==> config.mk <==
export PLATFORM = sky130hd
export DESIGN_NAME = custom_op_sequencer
export DESIGN_NICKNAME = d
export VERILOG_FILES = /design/src/rtl/custom_op_sequencer.sv
export SDC_FILE = /design/constraint.sdc
export NUM_CORES = 1
export LEC_CHECK = 0
export CORE_MARGIN = 2
export CORE_UTILIZATION = 25
export DETAILED_ROUTE_END_ITERATION = 12
export GPL_ROUTABILITY_DRIVEN = 0
export GPL_TIMING_DRIVEN = 0
export PLACE_DENSITY = 0.51
export RECOVER_POWER = 50
export SYNTH_ARGS = -nofsm -noshare
export SYNTH_HDL_FRONTEND = slang
export SYNTH_SLANG_ARGS = --single-unit
==> constraint.sdc <==
create_clock -name clk -period 8 [get_ports clk]
set_clock_uncertainty 0.15 [all_clocks]
set_input_delay 2.4 -clock clk [delete_from_list [all_inputs] [get_ports clk]]
set_output_delay 2.4 -clock clk [all_outputs]
set_load 0.01 [all_outputs]
==> src/rtl/custom_op_sequencer.sv <==
// custom_op_sequencer
//   Multi-cycle sequencer for C-type custom instructions (FFT, ENCRYPT,
//   DECRYPT). On issue it stalls the core and streams len words from data
//   memory into the custom accelerator, one read at a time. It then drains
//   exactly len results from the accelerator back to memory and releases
//   the stall. While busy it owns the data-memory port.
//
// Ports
//   clk, reset_n                 clock, asynchronous active-low reset
//   issue_valid_i/issue_ready_o  instruction handshake with decode
//   custom_instr_i               one-hot op: 001 FFT, 010 ENCRYPT, 100 DECRYPT
//   src_addr_i, dst_addr_i       first source / destination word address
//   len_i, key_i                 word count, cipher key (unused for FFT)
//   stall_o                      freeze fetch/decode
//   mem_*                        single-outstanding request memory port
//   acc_start_o                  one-cycle start pulse to the accelerator
//   acc_op_o, acc_key_o          latched op/key, held while busy
//   acc_in_*                     valid/ready word stream into the accelerator
//   acc_out_*                    valid/ready result stream from the accelerator
//   done_o, err_o                one-cycle completion / rejection pulses
module custom_op_sequencer #(
  parameter int DATA_W = 19,
  parameter int ADDR_W = 19,
  parameter int LEN_W  = 5
) (
  input  logic              clk,
  input  logic              reset_n,
  input  logic              issue_valid_i,
  output logic              issue_ready_o,
  input  logic [2:0]        custom_instr_i,
  input  logic [ADDR_W-1:0] src_addr_i,
  input  logic [ADDR_W-1:0] dst_addr_i,
  input  logic [LEN_W-1:0]  len_i,
  input  logic [DATA_W-1:0] key_i,
  output logic              stall_o,
  output logic              mem_req_o,
  output logic              mem_wr_o,
  output logic [ADDR_W-1:0] mem_addr_o,
  output logic [DATA_W-1:0] mem_wdata_o,
  input  logic              mem_gnt_i,
  input  logic              mem_rvalid_i,
  input  logic [DATA_W-1:0] mem_rdata_i,
  output logic              acc_start_o,
  output logic [2:0]        acc_op_o,
  output logic [DATA_W-1:0] acc_key_o,
  output logic              acc_in_valid_o,
  output logic [DATA_W-1:0] acc_in_data_o,
  input  logic              acc_in_ready_i,
  input  logic              acc_out_valid_i,
  input  logic [DATA_W-1:0] acc_out_data_i,
  output logic              acc_out_ready_o,
  output logic              done_o,
  output logic              err_o
);

  typedef enum logic [2:0] {
    S_IDLE,
    S_RD_REQ,
    S_RD_WAIT,
    S_PUSH,
    S_WR_WAIT,
    S_WR_REQ,
    S_FIN
  } state_t;

  state_t            state;
  logic [2:0]        op_q;
  logic [DATA_W-1:0] key_q;
  logic [ADDR_W-1:0] src_q;
  logic [ADDR_W-1:0] dst_q;
  logic [LEN_W-1:0]  len_q;
  logic [LEN_W-1:0]  rd_cnt;
  logic [LEN_W-1:0]  wr_cnt;
  logic [DATA_W-1:0] rdata_q;
  logic [DATA_W-1:0] wdata_q;
  logic              err_q;
  logic              start_q;

  logic              op_legal;
  logic [LEN_W-1:0]  rd_cnt_nx;
  logic [LEN_W-1:0]  wr_cnt_nx;

  always_comb begin
    op_legal = 1'b0;
    case (custom_instr_i)
      3'b001, 3'b010, 3'b100: op_legal = 1'b1;
      default:                op_legal = 1'b0;
    endcase
  end

  assign rd_cnt_nx = rd_cnt + LEN_W'(1);
  assign wr_cnt_nx = wr_cnt + LEN_W'(1);

  always_ff @(posedge clk or negedge reset_n) begin
    if (!reset_n) begin
      state   <= S_IDLE;
      op_q    <= '0;
      key_q   <= '0;
      src_q   <= '0;
      dst_q   <= '0;
      len_q   <= '0;
      rd_cnt  <= '0;
      wr_cnt  <= '0;
      rdata_q <= '0;
      wdata_q <= '0;
      err_q   <= 1'b0;
      start_q <= 1'b0;
    end else begin
      start_q <= 1'b0;
      case (state)
        S_IDLE: begin
          if (issue_valid_i) begin
            op_q   <= custom_instr_i;
            key_q  <= key_i;
            src_q  <= src_addr_i;
            dst_q  <= dst_addr_i;
            len_q  <= len_i;
            rd_cnt <= '0;
            wr_cnt <= '0;
            // Rejected ops skip the transfer entirely and report from FIN.
            if (!op_legal || len_i == '0) begin
              err_q <= 1'b1;
              state <= S_FIN;
            end else begin
              err_q   <= 1'b0;
              start_q <= 1'b1;
              state   <= S_RD_REQ;
            end
          end
        end
        S_RD_REQ: begin
          if (mem_gnt_i) state <= S_RD_WAIT;
        end
        S_RD_WAIT: begin
          if (mem_rvalid_i) begin
            rdata_q <= mem_rdata_i;
            state   <= S_PUSH;
          end
        end
        S_PUSH: begin
          if (acc_in_ready_i) begin
            rd_cnt <= rd_cnt_nx;
            state  <= (rd_cnt_nx == len_q) ? S_WR_WAIT : S_RD_REQ;
          end
        end
        S_WR_WAIT: begin
          if (acc_out_valid_i) begin
            wdata_q <= acc_out_data_i;
            state   <= S_WR_REQ;
          end
        end
        S_WR_REQ: begin
          if (mem_gnt_i) begin
            wr_cnt <= wr_cnt_nx;
            state  <= (wr_cnt_nx == len_q) ? S_FIN : S_WR_WAIT;
          end
        end
        S_FIN: begin
          state <= S_IDLE;
        end
        default: begin
          state <= S_IDLE;
        end
      endcase
    end
  end

  // All state-dependent outputs decode only the registered state and
  // latched data; stall_o alone looks at issue_valid_i so the issuing
  // instruction is frozen in its accept cycle.
  always_comb begin
    issue_ready_o   = (state == S_IDLE);
    stall_o         = (state == S_IDLE && issue_valid_i) ||
                      (state != S_IDLE && state != S_FIN);
    mem_req_o       = (state == S_RD_REQ) || (state == S_WR_REQ);
    mem_wr_o        = (state == S_WR_REQ);
    mem_addr_o      = '0;
    mem_wdata_o     = '0;
    if (state == S_RD_REQ) mem_addr_o = src_q + ADDR_W'(rd_cnt);
    if (state == S_WR_REQ) begin
      mem_addr_o  = dst_q + ADDR_W'(wr_cnt);
      mem_wdata_o = wdata_q;
    end
    acc_start_o     = start_q;
    acc_op_o        = (state != S_IDLE && !err_q) ? op_q  : '0;
    acc_key_o       = (state != S_IDLE && !err_q) ? key_q : '0;
    acc_in_valid_o  = (state == S_PUSH);
    acc_in_data_o   = (state == S_PUSH) ? rdata_q : '0;
    acc_out_ready_o = (state == S_WR_WAIT);
    done_o          = (state == S_FIN) && !err_q;
    err_o           = (state == S_FIN) && err_q;
  end

endmodule
==> impl_metrics.csv, run 1 <==
group,metric,value,unit
run_status,status,"finished, violations left",
run_status,failed_checks,"max-capacitance violations, max-slew violations",
critical_path,crit_arrival,3.83,ns
logic_synthesis,synth_top_family_by_area,"multiplexers",
clock_network,path_clk_slew,0.06,ns
critical_path,cp-start-kind,"input port",
floorplanning,boundaryPins,198,
logic_synthesis,synth-warning-count,0,
layout,diodes,0,
sta,hold_ws,0.330,ns
sta,fin_crit,6.38,ns
drt,vias_per_cell,4.39,
layout,postLayoutCellArea,0.00927,mm^2
drt,drc,0,
drt,num_vias,4870,
placement,port_buffers,197,
critical_path,crit_required,5.45,ns
clock_network,ctsResizeCount,0,
sta,hold_viol_final,0,
logic_synthesis,yosys.area.top_type,"dfrtp_1",
power_and_ir_drop,leakagePower,3.69,nW
logic_synthesis,synth-main-ff-cell,"dfrtp_1",
critical_path,r2r_cells,5,
clock_network,numCtsBuffers,17,
sta,worst_pin_slew,3.29,ns
sta,fin_crit_sh,0.798,
critical_path,cpPeakStageDelay,0.50,ns
drt,top_layer,"met5",
logic_synthesis,ys_seq_elements,118,
logic_synthesis,synth_xor_area_frac,0.0695,
critical_path,crit_chain,"clkdlybuf4s50_1 > or3_1 > nand2_1 > nand2_1 > clkdlybuf4s50_1",
power_and_ir_drop,ir_drop,0.138,mV
logic_synthesis,synth.area.mux_share,0.189,
logic_synthesis,synth-edff-count,0,
drt,ant_nets,0,
logic_synthesis,yosys.area_share.simple,0.135,
drt,post_drt_wl_per_cell,16.2,um
global_route,grt_pass1_vias,5003,
floorplanning,rows,58,
logic_synthesis,synth-compound-area-share,0.0836,
clock_network,clkSinkCount,118,
logic_synthesis,syn_nets,673,
placement,numPlacedInstances,1077,
sta,setup_viol,0,
placement,placed_cell_area,0.00872,mm^2
layout,nets,890,
power_and_ir_drop,internal_power,2.19,mW
clock_network,post_cts_buffers,0,
logic_synthesis,synth-adder-area-share,0.0302,
critical_path,path_class,"input port to output port",
sta,max_freq,157,MHz
logic_synthesis,ys_types,49,
layout,drive_gt1_frac,0.180,
power_and_ir_drop,power.density,362,mW/mm^2
critical_path,cp-end-kind,"output port",
clock_network,clk_path_buf_depth,2,
clock_network,insertion_delay,0.42,ns
power_and_ir_drop,p_switching,1.17,mW
global_route,grt_overflow,0,
floorplanning,fp.dieW,163,um
logic_synthesis,yosys-top-cells-area,"dfrtp_1, mux2_2, and2_1",
clock_network,cts_hold_buf,0,
placement,hpwlAfterDp,13500,um
global_route,grt_antenna_before_repair,1,
sta,drv_slew,129,
power_and_ir_drop,power.share.combinational,0.432,
power_and_ir_drop,finalPower,3.35,mW
clock_network,cts_root_buffer,"clkbuf_16",
min_path,holdCritPathClass,"flop to flop",
logic_synthesis,netlist.area_leader.share,0.468,
layout,final_core_util,0.371,
drt,met3WireLength,951,um
layout,area_growth,47.1,%
clock_network,cts_htree_levels,4,
logic_synthesis,syn-cell-area,0.00630,mm^2
drt,wl_met1,8280,um
logic_synthesis,synth.avg_cell_area,11.5,um^2
flow_run,maxCapViolCount,3,
layout,fill_cells,2558,
floorplanning,die_h,163,um
drt,routed-wl-met2,8440,um
floorplanning,core-area,0.0250,mm^2
clock_network,cts_tree,"done",
logic_synthesis,ys_seq_area_frac,0.468,
drt,dr.pass1.iters,5,
layout,finalNonFillerCells,1109,
drt,drt_iter0_markers,246,
logic_synthesis,synthArstFlopShare,1.00,
min_path,hold_depth,1,
floorplanning,floorplan.initialDensity,0.253,
sta,slew_headroom,-1.19,
global_route,grt_pass1_wl,28200,um
floorplanning,dieArea,0.0265,mm^2
drt,wirelength,17900,um
global_route,track_usage,0.139,
critical_path,slowest_stage,"clkdlybuf4s50_1",
critical_path,crit_fanout,5,
sta,rsz0062_at_grt,"false",
power_and_ir_drop,p_clk_frac,0.242,
global_route,grt_max_degree,61,
power_and_ir_drop,seqPwrFrac,0.326,
logic_synthesis,synth_cells,549,
power_and_ir_drop,switching_share,0.348,
-- cells in the final DEF, fill, tap and decap left out, types with 6 or more instances in the layout --
master	Yosys	layout
o21ai_0	20	20
and2_1	61	60
inv_1	6	6
mux2_2	97	96
dfrtp_1	118	118
xor2_1	35	35
o22ai_1	14	14
xnor2_1	15	15
a211oi_1	6	6
nand4_1	6	6
nor3b_1	6	6
a21oi_1	7	7
ha_1	12	12
o211ai_1	6	6
clkdlybuf4s50_1	0	191
nor2_1	25	25
mux2_1	7	8
buf_2	7	7
clkbuf_16	0	17
clkbuf_1	10	15
nand2_1	19	19
nand3_1	12	12
-- worst max-delay path: cells and delay by family --
kind / cells / cell delay (ns)
buffers and inverters: 2 / 0.98
AND/OR/NAND/NOR: 3 / 0.44
-- sequential cells by signal, summed over array words and instances (netlist names) --
register     cells
dst_q           19
op_q             3
len_q            5
err_q            1
state            3
rd_cnt           5
wr_cnt           5
wdata_q         19
rdata_q         19
src_q           19
acc_start_o      1
key_q           19
-- cell type report --
type	count	area, um^2	area share
Multi-Input combinational cell	400	3180	0.343
Clock buffer	17	425	0.0459
Timing Repair Buffer	198	1970	0.213
Tap cell	330	413	0.0445
Clock inverter	15	193	0.0208
Buffer	25	114	0.0123
Sequential cell	118	2950	0.318
Inverter	6	22.5	0.00243
-- metal layers --
layer	vias to the layer above	global-route usage
li1	2395	-
met1	2345	0.188
met2	108	0.213
met3	20	0.0379
met4	2	0.0463
met5	-	0
-- path summary, 6_finish.rpt --
| path | slack, ns | endpoint | startpoint |
|---|---|---|---|
| max in group asynchronous | 1.93 | key_q[1] | reset_n |
| min in group asynchronous | 2.92 | wdata_q[7] | reset_n |
| worst max-delay path | 1.62 | stall_o | issue_valid_i |
| worst min-delay path | 0.33 | key_q[13] | key_q[13] |
| worst max register to register | 4.76 | op_q[0] | state[2] |
| worst min register to register | 0.33 | key_q[13] | key_q[13] |
-- power groups by stage --
stage	Clock, mW	Sequential, mW	Combinational [mW]
global route	0.867	1.14	1.59
floorplan	0	1.03	0.911
detailed placement	0	1.10	1.48
CTS	0.838	1.10	1.49
finish	0.813	1.09	1.45
global placement	0	1.10	1.48
-- cells in the mapped netlist, drive strengths merged, types with 10 or more instances --
| library cell | n |
|---|---|
| dfrtp | 118 |
| xor2 | 35 |
| nand3 | 12 |
| clkbuf | 10 |
| nand2 | 19 |
| o22ai | 14 |
| ha | 12 |
| nor2 | 25 |
| buf | 15 |
| mux2 | 104 |
| xnor2 | 15 |
| and2 | 61 |
| o21ai | 21 |
-- stage by stage --
step / TNS (ns) / setup WS, ns
finish: 0 / 1.62
global placement: -85.77 / -0.736
floorplan: 0 / 2.61
detailed placement: 0 / 1.59
CTS: 0 / 1.59
global route: 0 / 0.999
-- cell families after synthesis --
logic type      after synthesis
simple gates                151
flops                       118
mux                         106
compound gates               79
xor+xnor                     50
buf+inv                      31
fa+ha+maj                    14
No activity file was read; power rests on OpenSTA's default activity.
==> run 2, diff against run 1 <==
==> constraint.sdc (replaced) <==
create_clock -name clk -period 6.4 [get_ports clk]
set_clock_uncertainty 0.15 [all_clocks]
set_input_delay 1.92 -clock clk [delete_from_list [all_inputs] [get_ports clk]]
set_output_delay 1.92 -clock clk [all_outputs]
set_load 0.01 [all_outputs]
==> impl_metrics.csv, run 2 (synthesis gave the netlist of run 1 again) <==
group,metric,value,unit
run_status,status,"finished, violations left",
run_status,failed_checks,"max-capacitance violations, max-slew violations",
floorplanning,rows,58,
clock_network,cts_tree,"done",
power_and_ir_drop,power.share.combinational,0.432,
power_and_ir_drop,switching_share,0.347,
global_route,grt_antenna_before_repair,1,
placement,port_buffers,197,
sta,setup_viol,0,
critical_path,cp-end-kind,"output port",
sta,fin_crit,5.42,ns
layout,fill_cells,2555,
floorplanning,floorplan.initialDensity,0.253,
global_route,grt_overflow,0,
floorplanning,boundaryPins,198,
drt,post_drt_wl_per_cell,16.2,um
layout,nets,890,
drt,drc,0,
layout,multi_input_area,0.00318,mm^2
floorplanning,fp.dieW,163,um
layout,diodes,0,
sta,hold_viol_final,0,
sta,max_freq,184,MHz
layout,final_common_cell,"clkdlybuf4s50_1",
power_and_ir_drop,p_switching,1.46,mW
floorplanning,die_h,163,um
critical_path,crit_arrival,3.35,ns
layout,ff_latch_area,0.00295,mm^2
drt,vias_per_cell,4.39,
power_and_ir_drop,power.density,451,mW/mm^2
drt,num_vias,4873,
sta,rsz0062_at_grt,"false",
clock_network,path_clk_slew,0.06,ns
clock_network,cts_root_buffer,"clkbuf_16",
power_and_ir_drop,seqPwrFrac,0.325,
floorplanning,core-area,0.0250,mm^2
clock_network,clk_path_buf_depth,2,
sta,fin_crit_sh,0.847,
power_and_ir_drop,leakagePower,3.69,nW
layout,area_growth,47.4,%
clock_network,insertion_delay,0.42,ns
drt,drt_iter0_markers,247,
clock_network,cts_htree_levels,4,
critical_path,crit_required,4.33,ns
layout,drive_gt1_frac,0.180,
global_route,grt_pass1_wl,28200,um
clock_network,cts_hold_buf,0,
global_route,track_usage,0.139,
power_and_ir_drop,internal_power,2.74,mW
sta,hold_ws,0.330,ns
power_and_ir_drop,p_clk_frac,0.242,
clock_network,clkSinkCount,118,
drt,ant_nets,0,
flow_run,maxCapViolCount,2,
power_and_ir_drop,finalPower,4.20,mW
drt,dr.pass1.iters,5,
global_route,grt_max_degree,61,
clock_network,ctsResizeCount,0,
critical_path,crit_fanout,5,
clock_network,numCtsBuffers,17,
drt,wirelength,17900,um
sta,drv_slew,67,
power_and_ir_drop,ir_drop,0.172,mV
global_route,grt_pass1_vias,5003,
placement,hpwlAfterDp,13500,um
layout,final_cell_mix,"clkdlybuf4s50_1, dfrtp_1, mux2_2",
critical_path,path_class,"input port to output port",
critical_path,cp-start-kind,"input port",
sta,worst_pin_slew,3.42,ns
floorplanning,dieArea,0.0265,mm^2
sta,slew_headroom,-1.28,
clock_network,post_cts_buffers,0,
min_path,holdCritPathClass,"flop to flop",
[run 2: area by class of cell]
cell class	count	share of cell area
plain buffers	25	0.0123
clock buffers	17	0.0458
clock inverters	15	0.0207
inverters	6	0.00242
multi-input cells	400	0.342
flip-flops and latches	118	0.318
well taps	330	0.0444
repair buffers	198	0.214
[run 2: through the flow]
step	std cells	TNS [ns]	cell area (um^2)	worst slack, ns	utilization
after floorplan	549	0	6300	1.97	-
after global placement	1076	-217.93	8690	-1.86	0.348
after detailed placement	1077	0	8720	0.953	0.349
after CTS	1109	0	9340	0.952	0.374
after global routing	1109	0	9290	0.928	0.372
final	1109	0	9290	0.980	0.372
[run 2: worst max-delay path, stage by stage]
cell,delay [ns]
clkdlybuf4s50_1,0.48
or3_1,0.32
nand2_1,0.07
nand2_1,0.05
clkdlybuf4s50_1,0.50
[run 2: metal layers]
layer / global-route usage / routed length (um)
met1: 0.188 / 8300
met2: 0.213 / 8440
met3: 0.0379 / 945
met4: 0.0463 / 244
met5: 0 / 10
[run 2: final timing paths]
path	start	slack, ns	cells after the start	endpoint
max	issue_valid_i	0.98	5	stall_o
min	key_q[13]	0.33	1	key_q[13]
max reg2reg	state[2]	3.16	5	op_q[0]
min reg2reg	key_q[13]	0.33	1	key_q[13]
max in group asynchronous	reset_n	1.66	1	len_q[2]
min in group asynchronous	reset_n	2.50	1	wdata_q[7]
[run 2: power groups by stage]
stage	Sequential, mW	Clock, mW	Combinational (mW)
floorplan	1.29	0	1.14
global placement	1.37	0	1.85
detailed placement	1.37	0	1.85
CTS	1.37	1.05	1.86
global route	1.42	1.08	1.99
finish	1.37	1.02	1.81
